`config.mk`:
```
export PLATFORM = sky130hd
export DESIGN_NAME = frog_move_ctrl_flat
export DESIGN_NICKNAME = d
export VERILOG_FILES = /design/src/rtl/frogger_pkg.sv /design/src/rtl/frog_move_ctrl_if.sv /design/src/rtl/button_debounce.sv /design/src/rtl/frog_move_ctrl.sv /design/src/flat_wrapper.sv
export SDC_FILE = /design/constraint.sdc
export NUM_CORES = 1
export LEC_CHECK = 0
export ABC_CLOCK_PERIOD_IN_PS = 7900
export BUFFER_PORTS_ARGS = -buffer_cell sky130_fd_sc_hd__clkbuf_2
export CAP_MARGIN = 20
export CORE_AREA = 2 2 106 108
export DETAILED_ROUTE_END_ITERATION = 8
export DIE_AREA = 0 0 108 110
export HOLD_SLACK_MARGIN = 0.06
export PLACE_DENSITY = 0.88
export SLEW_MARGIN = 20
export SYNTH_ARGS = -nofsm -noshare
export SYNTH_HDL_FRONTEND = slang
export SYNTH_SLANG_ARGS = --single-unit
```
`constraint.sdc`:
```
create_clock -name clock -period 7.9 [get_ports clock]
set_input_delay 0.79 -clock clock [delete_from_list [all_inputs] [get_ports clock]]
set_output_delay 0.79 -clock clock [all_outputs]
set_load 0.03 [all_outputs]
```
`src/rtl/frogger_pkg.sv`:
```
// frogger_pkg: shared Frogger grid constants, FSM state and direction encodings (also used by the renderer)
package frogger_pkg;
  localparam int COLS = 20;
  localparam int ROWS = 10;
  localparam int CELL_W = 32;
  localparam int CELL_H = 48;
  localparam int START_COL = 9;
  localparam logic [4:0] COL_MAX = 5'(COLS - 1);
  localparam logic [3:0] ROW_MAX = 4'(ROWS - 1);
  localparam logic [4:0] COL_START = 5'(START_COL);
  typedef enum logic [1:0] {PLAY, HIT, WIN, OVER} state_e;
  typedef enum logic [1:0] {DIR_UP, DIR_DOWN, DIR_LEFT, DIR_RIGHT} dir_e;
endpackage

```
`src/rtl/frog_move_ctrl_if.sv`:
```
// frog_move_ctrl_if: player-control bundle. Raw buttons and enemy cell in; frog cell, lives, status flags and move strobe out.
// master = game/board side driving buttons and enemy position, slave = frog_move_ctrl.
interface frog_move_ctrl_if;
  logic btn_up;
  logic btn_down;
  logic btn_left;
  logic btn_right;
  logic [4:0] enemy_col;
  logic [3:0] enemy_row;
  logic [4:0] frog_col;
  logic [3:0] frog_row;
  logic [1:0] lives;
  logic hit;
  logic won;
  logic game_over;
  logic move_pulse;
  modport master(
    output btn_up, btn_down, btn_left, btn_right, enemy_col, enemy_row,
    input frog_col, frog_row, lives, hit, won, game_over, move_pulse
  );
  modport slave(
    input btn_up, btn_down, btn_left, btn_right, enemy_col, enemy_row,
    output frog_col, frog_row, lives, hit, won, game_over, move_pulse
  );
endinterface

```
`src/rtl/button_debounce.sv`:
```
// button_debounce: 2-flop synchroniser, stability counter and rising-press pulse for one raw button.
// Ports: clock, rev_reset (async, active-low), btn (raw, async), pulse (one cycle per debounced press).
module button_debounce #(
  parameter int DEBOUNCE_CYCLES = 500000
) (
  input  logic clock,
  input  logic rev_reset,
  input  logic btn,
  output logic pulse
);
  localparam int W = $clog2(DEBOUNCE_CYCLES > 1 ? DEBOUNCE_CYCLES : 2);
  localparam logic [W-1:0] LAST = W'(DEBOUNCE_CYCLES - 1);
  logic [1:0] sync;
  logic lvl;
  logic acc;
  logic [W-1:0] cnt;
  logic done;
  assign done = cnt == LAST;
  // pulse is decoded from registers only, so the consumer can register it on the next edge
  assign pulse = done && lvl && !acc;
  always_ff @(posedge clock or negedge rev_reset)
    if (!rev_reset) begin
      sync <= '0;
      lvl <= 1'b0;
      acc <= 1'b0;
      cnt <= '0;
    end else begin
      sync <= {sync[0], btn};
      lvl <= sync[1];
      cnt <= sync[1] != lvl ? '0 : done ? cnt : cnt + 1'b1;
      if (done) acc <= lvl;
    end
endmodule

```
`src/rtl/frog_move_ctrl.sv`:
```
// frog_move_ctrl: debounced frog movement on the grid, enemy collision, lives and win/game-over FSM.
// Ports: clock, rev_reset (async, active-low), bus (frog_move_ctrl_if.slave: buttons, enemy cell in; frog cell, lives, hit, won, game_over, move_pulse out).
// Build option: define FROG_WRAP_EN to make horizontal moves wrap around instead of clamping.
module frog_move_ctrl #(
  parameter int DEBOUNCE_CYCLES = 500000,
  parameter int HIT_CYCLES = 25000000
) (
  input logic clock,
  input logic rev_reset,
  frog_move_ctrl_if.slave bus
);
  import frogger_pkg::*;
  localparam logic [24:0] HIT_LAST = 25'(HIT_CYCLES - 1);
  logic [3:0] raw, p;
  state_e state, state_n;
  dir_e dir;
  logic [4:0] col, col_n;
  logic [3:0] row, row_n;
  logic [1:0] lives, lives_n;
  logic [24:0] hit_cnt, hc_n;
  logic mp, mp_n;
  assign raw = {bus.btn_right, bus.btn_left, bus.btn_down, bus.btn_up};
  for (genvar i = 0; i < 4; i++) begin : g_btn
    button_debounce #(.DEBOUNCE_CYCLES(DEBOUNCE_CYCLES)) u_db (
      .clock(clock), .rev_reset(rev_reset), .btn(raw[i]), .pulse(p[i])
    );
  end
  always_comb begin
    dir = p[0] ? DIR_UP : p[1] ? DIR_DOWN : p[2] ? DIR_LEFT : DIR_RIGHT;
    state_n = state;
    col_n = col;
    row_n = row;
    lives_n = lives;
    hc_n = hit_cnt;
    mp_n = 1'b0;
    case (state)
      PLAY:
        if (row == bus.enemy_row && col == bus.enemy_col) begin
          state_n = HIT;
          lives_n = lives - 2'd1;
          hc_n = '0;
        end else if (row == ROW_MAX) state_n = WIN;
        else if (|p)
          case (dir)
            DIR_UP: begin row_n = row == ROW_MAX ? row : row + 4'd1; mp_n = row != ROW_MAX; end
            DIR_DOWN: begin row_n = row == '0 ? row : row - 4'd1; mp_n = row != '0; end
`ifdef FROG_WRAP_EN
            DIR_LEFT: begin col_n = col == '0 ? COL_MAX : col - 5'd1; mp_n = 1'b1; end
            DIR_RIGHT: begin col_n = col == COL_MAX ? '0 : col + 5'd1; mp_n = 1'b1; end
`else
            DIR_LEFT: begin col_n = col == '0 ? col : col - 5'd1; mp_n = col != '0; end
            DIR_RIGHT: begin col_n = col == COL_MAX ? col : col + 5'd1; mp_n = col != COL_MAX; end
`endif
          endcase
      HIT:
        if (hit_cnt == HIT_LAST) begin
          state_n = lives == '0 ? OVER : PLAY;
          row_n = lives == '0 ? row : '0;
          col_n = lives == '0 ? col : COL_START;
        end else hc_n = hit_cnt + 25'd1;
      WIN, OVER:
        if (|p) begin
          state_n = PLAY;
          row_n = '0;
          col_n = COL_START;
          lives_n = 2'd3;
        end
    endcase
  end
  always_ff @(posedge clock or negedge rev_reset)
    if (!rev_reset) begin
      state <= PLAY;
      col <= COL_START;
      row <= '0;
      lives <= 2'd3;
      hit_cnt <= '0;
      mp <= 1'b0;
    end else begin
      state <= state_n;
      col <= col_n;
      row <= row_n;
      lives <= lives_n;
      hit_cnt <= hc_n;
      mp <= mp_n;
    end
  assign bus.frog_col = col;
  assign bus.frog_row = row;
  assign bus.lives = lives;
  assign bus.move_pulse = mp;
  assign bus.hit = state == HIT;
  assign bus.won = state == WIN;
  assign bus.game_over = state == OVER;
endmodule

```
`src/flat_wrapper.sv`:
```
// flat-port wrapper written by rule: the top's interface ports become plain ports
module frog_move_ctrl_flat import frogger_pkg::*;
#(
  parameter int DEBOUNCE_CYCLES = 500000,
  parameter int HIT_CYCLES = 25000000
)
  (clock, rev_reset, bus_btn_up, bus_btn_down, bus_btn_left, bus_btn_right, bus_enemy_col, bus_enemy_row, bus_frog_col, bus_frog_row, bus_lives, bus_hit, bus_won, bus_game_over, bus_move_pulse);
  frog_move_ctrl_if bus_i ();
  input logic clock;
  input logic rev_reset;
  input wire logic [$bits(bus_i.btn_up)-1:0] bus_btn_up;
  input wire logic [$bits(bus_i.btn_down)-1:0] bus_btn_down;
  input wire logic [$bits(bus_i.btn_left)-1:0] bus_btn_left;
  input wire logic [$bits(bus_i.btn_right)-1:0] bus_btn_right;
  input wire logic [$bits(bus_i.enemy_col)-1:0] bus_enemy_col;
  input wire logic [$bits(bus_i.enemy_row)-1:0] bus_enemy_row;
  output wire logic [$bits(bus_i.frog_col)-1:0] bus_frog_col;
  output wire logic [$bits(bus_i.frog_row)-1:0] bus_frog_row;
  output wire logic [$bits(bus_i.lives)-1:0] bus_lives;
  output wire logic [$bits(bus_i.hit)-1:0] bus_hit;
  output wire logic [$bits(bus_i.won)-1:0] bus_won;
  output wire logic [$bits(bus_i.game_over)-1:0] bus_game_over;
  output wire logic [$bits(bus_i.move_pulse)-1:0] bus_move_pulse;
  assign bus_i.btn_up = bus_btn_up;
  assign bus_i.btn_down = bus_btn_down;
  assign bus_i.btn_left = bus_btn_left;
  assign bus_i.btn_right = bus_btn_right;
  assign bus_i.enemy_col = bus_enemy_col;
  assign bus_i.enemy_row = bus_enemy_row;
  assign bus_frog_col = bus_i.frog_col;
  assign bus_frog_row = bus_i.frog_row;
  assign bus_lives = bus_i.lives;
  assign bus_hit = bus_i.hit;
  assign bus_won = bus_i.won;
  assign bus_game_over = bus_i.game_over;
  assign bus_move_pulse = bus_i.move_pulse;
  frog_move_ctrl #(.DEBOUNCE_CYCLES(DEBOUNCE_CYCLES), .HIT_CYCLES(HIT_CYCLES)) u_core (.clock(clock), .rev_reset(rev_reset), .bus(bus_i));
endmodule
```
# ---- Word-level counts from Yosys, hierarchy flattened
# Cells that the tools add are included.
dict set report op_classes {
  eq_ne 39
  addsub 10
  mux 47
  n_reduce_logical 29
}
# op n
set ops {}
lappend ops {{19-bit 2-to-1 mux} 8}
lappend ops {{19-bit by 1-bit adder with 19-bit output (second input constant)} 4}
lappend ops {{19-bit equality test (second input constant)} 4}
lappend ops {{25-bit 2-to-1 mux} 2}
lappend ops {{25-bit one-hot mux with 2 select lines} 1}
lappend ops {{5-bit 2-to-1 mux} 8}
lappend ops {{4-bit 2-to-1 mux} 7}
lappend ops {{25-bit by 1-bit adder with 25-bit output (second input constant)} 1}
lappend ops {{25-bit equality test (second input constant)} 1}
lappend ops {{2-bit 2-to-1 mux} 9}
lappend ops {{2-bit by 1-bit != test with 1-bit output (second input constant)} 8}
lappend ops {{3-bit != test (second input constant)} 5}
lappend ops {{5-bit one-hot mux with 3 select lines} 1}
lappend ops {{4-bit one-hot mux with 3 select lines} 1}
lappend ops {{5-bit one-hot mux with 2 select lines} 1}
lappend ops {{1-bit logical AND} 9}
lappend ops {{3-bit AND reduction} 3}
lappend ops {{9-bit AND reduction} 1}
lappend ops {{2-bit equality test (second input constant)} 4}
lappend ops {{2-bit != test (second input constant)} 4}
lappend ops {{4-bit one-hot mux with 2 select lines} 1}
lappend ops {{8-bit AND reduction} 1}
lappend ops {{2-bit logical NOT} 3}
lappend ops {{2-bit one-hot mux with 3 select lines} 1}
lappend ops {{25 further kinds} 37}
dict set report totals {
  out_inout_bits 15
  in_bits 15
  register_bits 131
}

# ---- Depth between registers and ports, before layout
dict set report logic_depth {
  depth_word 12
  ltp_mapped 14
  depth_no_buf 14
}

# ---- Hierarchy
# A second synthesis with hierarchy kept.
dict set report unflattened {
  cells_unflattened 727
  hier_area_um2 7312.0
}
# mod instances seq_area_each_um2 area_per_inst_um2 cells_per_inst
set modules_own_cells {}
lappend modules_own_cells {button_debounce 4 575.6 1203.7 118}
lappend modules_own_cells {frog_move_ctrl 1 980.9 2497.4 255}

# ---- Least setup slack after synthesis
# No wires, ideal clock.
dict set report synth_path {
  path_kind {flip-flop to flip-flop}
  from {reg u_core.g_btn[0].u_db.cnt[6]}
  to {reg u_core.col[4] (netlist: u_core.bus.frog_col[4])}
  setup_slack_ps 4477
  stages_incl_launch_ff 14
  setup_ps 69
  arrival_ps 3354
  synth_period_minus_slack_ps 3423
  n_path_buf 0
  required_ps 7831
  path_cell_list {dfrtp_1 > or4b_1 > or4_4 > or3_1 > o31ai_1 > or2_2 > ha_1 > a21o_1 > a21o_1 > nand2b_1 > mux2i_1 > nand2_1 > or3_1 > nand3_1}
}
dict set report synth_via {
  elab_chain_len 10
  elab_cells_between_ends 18
}
# item line
set synth_lines {}
lappend synth_lines {{start, declared} button_debounce.sv:16} ;# logic [W-1:0] cnt;
lappend synth_lines {{start signal, assigned} button_debounce.sv:30} ;# cnt <= sync[1] != lvl ? '0 : done ? cnt : cnt + 1'b1;
lappend synth_lines {{19-bit equality test *} button_debounce.sv:18} ;# assign done = cnt == LAST;
lappend synth_lines {{1-bit logical AND * (2 in a row)} button_debounce.sv:20} ;# assign pulse = done && lvl && !acc;
lappend synth_lines {{2-bit 2-to-1 mux} frog_move_ctrl.sv:29} ;# dir = p[0] ? DIR_UP : p[1] ? DIR_DOWN : p[2] ? DIR_LEFT : DIR_RIGHT;
lappend synth_lines {{2-bit equality test} frog_move_ctrl.sv:44} ;# case (dir)
lappend synth_lines {{5-bit one-hot mux with 2 select lines} frog_move_ctrl.sv:44}
lappend synth_lines {{5-bit 2-to-1 mux} frog_move_ctrl.sv:43} ;# else if (|p)
lappend synth_lines {{5-bit 2-to-1 mux} frog_move_ctrl.sv:42} ;# end else if (row == ROW_MAX) state_n = WIN;
lappend synth_lines {{5-bit 2-to-1 mux} frog_move_ctrl.sv:38} ;# if (row == bus.enemy_row && col == bus.enemy_col) begin
lappend synth_lines {{5-bit one-hot mux with 3 select lines} frog_move_ctrl.sv:36} ;# case (state)
lappend synth_lines {{end signal, assigned} frog_move_ctrl.sv:80} ;# col <= col_n;
lappend synth_lines {{end, declared} frog_move_ctrl.sv:17} ;# logic [4:0] col, col_n;
# Mark *: on every way between the ends. The rest lies on a longest branch, timed or not. The select of a mux whose other input is x is not followed.
# A chain may end at the register's enable or synchronous reset.

# ---- Worst setup path in the final report
dict set report layout_path {
  from {reg u_core.g_btn[1].u_db.cnt[6]}
  to {reg u_core.row[3] (netlist: u_core.bus.frog_row[3])}
}
dict set report layout_via {
  elab_chain_len 11
  elab_cells_between_ends 18
}
# item line
set layout_lines {}
lappend layout_lines {{start, declared} button_debounce.sv:16}
lappend layout_lines {{start signal, assigned} button_debounce.sv:30}
lappend layout_lines {{19-bit equality test *} button_debounce.sv:18}
lappend layout_lines {{1-bit logical AND * (2 in a row)} button_debounce.sv:20}
lappend layout_lines {{2-bit 2-to-1 mux (2 in a row)} frog_move_ctrl.sv:29}
lappend layout_lines {{2-bit by 1-bit equality test with 1-bit output or 2-bit logical NOT (tied branches)} frog_move_ctrl.sv:44}
lappend layout_lines {{4-bit one-hot mux with 2 select lines} frog_move_ctrl.sv:44}
lappend layout_lines {{4-bit 2-to-1 mux} frog_move_ctrl.sv:43}
lappend layout_lines {{4-bit 2-to-1 mux} frog_move_ctrl.sv:42}
lappend layout_lines {{4-bit 2-to-1 mux} frog_move_ctrl.sv:38}
lappend layout_lines {{4-bit one-hot mux with 3 select lines} frog_move_ctrl.sv:36}
lappend layout_lines {{end signal, assigned} frog_move_ctrl.sv:81} ;# row <= row_n;
lappend layout_lines {{end, declared} frog_move_ctrl.sv:18} ;# logic [3:0] row, row_n;
# Marked as above.

==> out/metrics.cfg <==
[cells_and_area]
drive_gt1_share_pct = 11.07
seq_area_mm2 = 0.003283
nets = 765
antennaDiodeCount = 0
area_delta_synth_final_pct = 12.95
postLayoutCellArea_mm2 = 0.007652
final_core_util_pct = 71.53
nFillCells = 763
multi_input_area_mm2 = 0.003391

[setup_path]
r2r-start = u_core.g_btn[1].u_db.cnt[6]$_DFFE_PN0P_
end_kind = flop
critical_path_class = flop to flop
worst-endpoint-arrival_ns = 4.13
worst-path-buf-inv = 0
r2r_end = u_core.bus.frog_row[3]$_DFFE_PN0P_
worstPathMaxFanout = 7
path_cells = or4b_1, or4_1, nor2_1, nand2_1, nor2_1, ha_1, a21o_1, a21oi_1, a41o_1, nor2_1, o21ai_0, o311ai_0
r2r_cells = 12
slowest_stage = or4b_1
cp_slowest_stage_delay_ns = 0.52
cpLargestDelayFamily = simple AND/OR/NAND/NOR gates
timing.critical_path.mode_cell = nor2_1
rrSetupSlack_ns = 4.16
required_ns = 8.29
startpoint_type = flop

[die]
die_h_um = 110
std_cell_rows = 38
num_io_pins = 30
initial_core_util_pct = 63.33
die_x_um = 108
dieArea_mm2 = 0.01188
core_area_mm2 = 0.01070

[detailed_routing]
antenna_left = 0
dr.pass1.iters = 7
first_iter_violations = 565
viasPerCell = 6.094
drc = 0
avgRoutedWirePerCell_um = 17.03
totalWireLength_um = 15150
vias = 5424

[synthesis]
synth_cells = 697
syn_area_mm2 = 0.006775
synth_seq_cells = 131
synth_area_leaders = dfrtp_1 (47%), xor2_1 (7.9%), nor2_1 (6.3%)
ys_seq_area_share_pct = 48.46
synthesis.nets = 725
synth.distinct_cells = 57
syn-mean-instance-area_um2 = 9.721
synth_top_area_share_pct = 46.91
yosysTopAreaCell = dfrtp_1
synth_top_flop_cell = dfrtp_1
async_flop_share_pct = 100.0
synth_edf_count = 0
yosysWarnings = 0

[timing]
finalCritPeriodShare_pct = 47.29
fin_crit_ns = 3.736
final_hold_viol_count = 0
hold_ws_ns = 0.2960
worst_slack_ns = 4.164
fin_setup_tns_ns = 0
slew_viol_final = 0
relSlewSlack_pct = 36.33
max_freq_mhz = 267.7
rsz0062_at_grt = no
worst_slew_pin_slew_ns = 0.9531
fin_skew_ns = 0.008789
setup_viol = 0

[place]
numPortBuffers = 29
gp_congestion = 0.9143
place_ws_ns = 4.206
hpwl_um = 10280
place_area_mm2 = 0.007094

[power_and_ir_drop]
ir_worst_vdd_uv = 163.3
p_per_area_mw_per_mm2 = 245.9
leakage_nw = 3.398

[clocking]
cts.htree.levels = 4
clk_latency_ns = 0.55
cts_made_buffers = 17
cts.sinks = 131
clk_pin_slew_worst_paths_ns = 0.06
cts_tree = yes
cts_root_buf = clkbuf_8
hold_buffers = 0
cts_setup_buffers = 0
clk_path_buf_depth = 2
cts_resized = 0

[global_route]
grt_pass1_wl_um = 25150
grt_pass1_vias = 5353
antenna_found_initial = 0
track_usage_pct = 27.57
grt_max_degree = 76
grt-ovfl-total = 0

[hold_path]
min_path_type = primary input to async pin

[job]
drv_cap = 0

[status]
status = finished, final reports clean

## registers in the layout, indices dropped and copies added, names as in the netlist
name                    flops
u_core.bus.frog_col         5
u_core.bus.frog_row         4
u_core.bus.lives            2
u_core.bus.move_pulse       1
u_core.g_btn.u_db.acc       4
u_core.g_btn.u_db.cnt      76
u_core.g_btn.u_db.lvl       4
u_core.g_btn.u_db.sync      8
u_core.hit_cnt             25
u_core.state                2
## layout make-up
type,instances,area share (%)
clock inverter,6,1.046
multi-input combinational,538,44.31
timing repair buffer,35,2.518
tap,140,2.289
sequential,131,42.90
clock buffer,26,6.246
inverter,14,0.6867
## synthesized netlist by cell type, drive strengths merged, types with 6 or more instances
library cell  instances
a21oi                18
nand2                53
and4                  7
o21ai                25
xnor2                35
nor4b                 8
or3                  13
mux2                  7
inv                  14
and3                 19
mux2i                 6
nand4                26
nor4                  8
ha                   11
nand3                38
a21o                  6
nor3                 25
xor2                 61
nor2                114
nand2b                7
clkbuf               11
dfrtp               127
## placed cells by master, fill, tap and decap left out, types with 11 or more instances in the layout
master	instances
a21oi_1	18
and3_1	19
clkbuf_16	16
clkbuf_2	28
dfrtp_1	127
ha_1	11
inv_1	14
nand2_1	53
nand3_1	38
nand4_1	26
nor2_1	114
nor3_1	22
o21ai_0	24
or3_1	13
xnor2_1	35
xor2_1	61
## stage by stage
stage / instances / total power [mW]
2_1_floorplan: 697 / 1.024
3_3_place_gp: 858 / 1.119
3_5_place_dp: 858 / 1.137
4_1_cts: 890 / 1.884
5_1_grt: 890 / 1.957
6_report: 890 / 1.882
## logic make-up (layout without fill, tap and decap cells)
family / Yosys count / count (layout) / share of synthesized area (%)
AOI/OAI and AO/OA: 66 / 66 / 5.928
xor gates and xnor gates: 96 / 96 / 12.41
adders and majority gates: 13 / 13 / 2.622
buffers and inverters: 28 / 81 / 1.588
DFF: 131 / 131 / 48.46
muxes: 13 / 13 / 2.161
and+or+nand+nor: 350 / 350 / 26.83
## power breakdown
part	total [mW]	internal [mW]	switching [mW]
Sequential	0.802	0.724	0.0773
Combinational	0.332	0.119	0.213
Clock	0.748	0.472	0.276
Total	1.88	1.32	0.567
## worst max-delay path by stage
stage,from,end,slack [ns],cells after the start
after global routing,u_core.g_btn[1].u_db.cnt[6]$_DFFE_PN0P_,u_core.bus.frog_row[3]$_DFFE_PN0P_,3.96,12
after detailed placement,u_core.g_btn[0].u_db.cnt[6]$_DFFE_PN0P_,u_core.bus.frog_col[4]$_DFFE_PN0P_,4.21,13
final,u_core.g_btn[1].u_db.cnt[6]$_DFFE_PN0P_,u_core.bus.frog_row[3]$_DFFE_PN0P_,4.16,12
after global placement,u_core.g_btn[0].u_db.cnt[6]$_DFFE_PN0P_,u_core.bus.frog_col[4]$_DFFE_PN0P_,4.34,13
after floorplan,u_core.g_btn[0].u_db.cnt[6]$_DFFE_PN0P_,u_core.bus.frog_col[4]$_DFFE_PN0P_,4.48,13
after CTS,u_core.g_btn[0].u_db.cnt[6]$_DFFE_PN0P_,u_core.bus.frog_col[4]$_DFFE_PN0P_,4.18,13
## layer usage
layer,global-route usage (%),vias up,share of wire [%]
met4,14.93,0,3.8
met5,0,-,0
met1,33.14,2649,41
met3,6.290,51,4.9
met2,46.41,188,50
li1,-,2536,-
(Power assumes the default switching activity.)
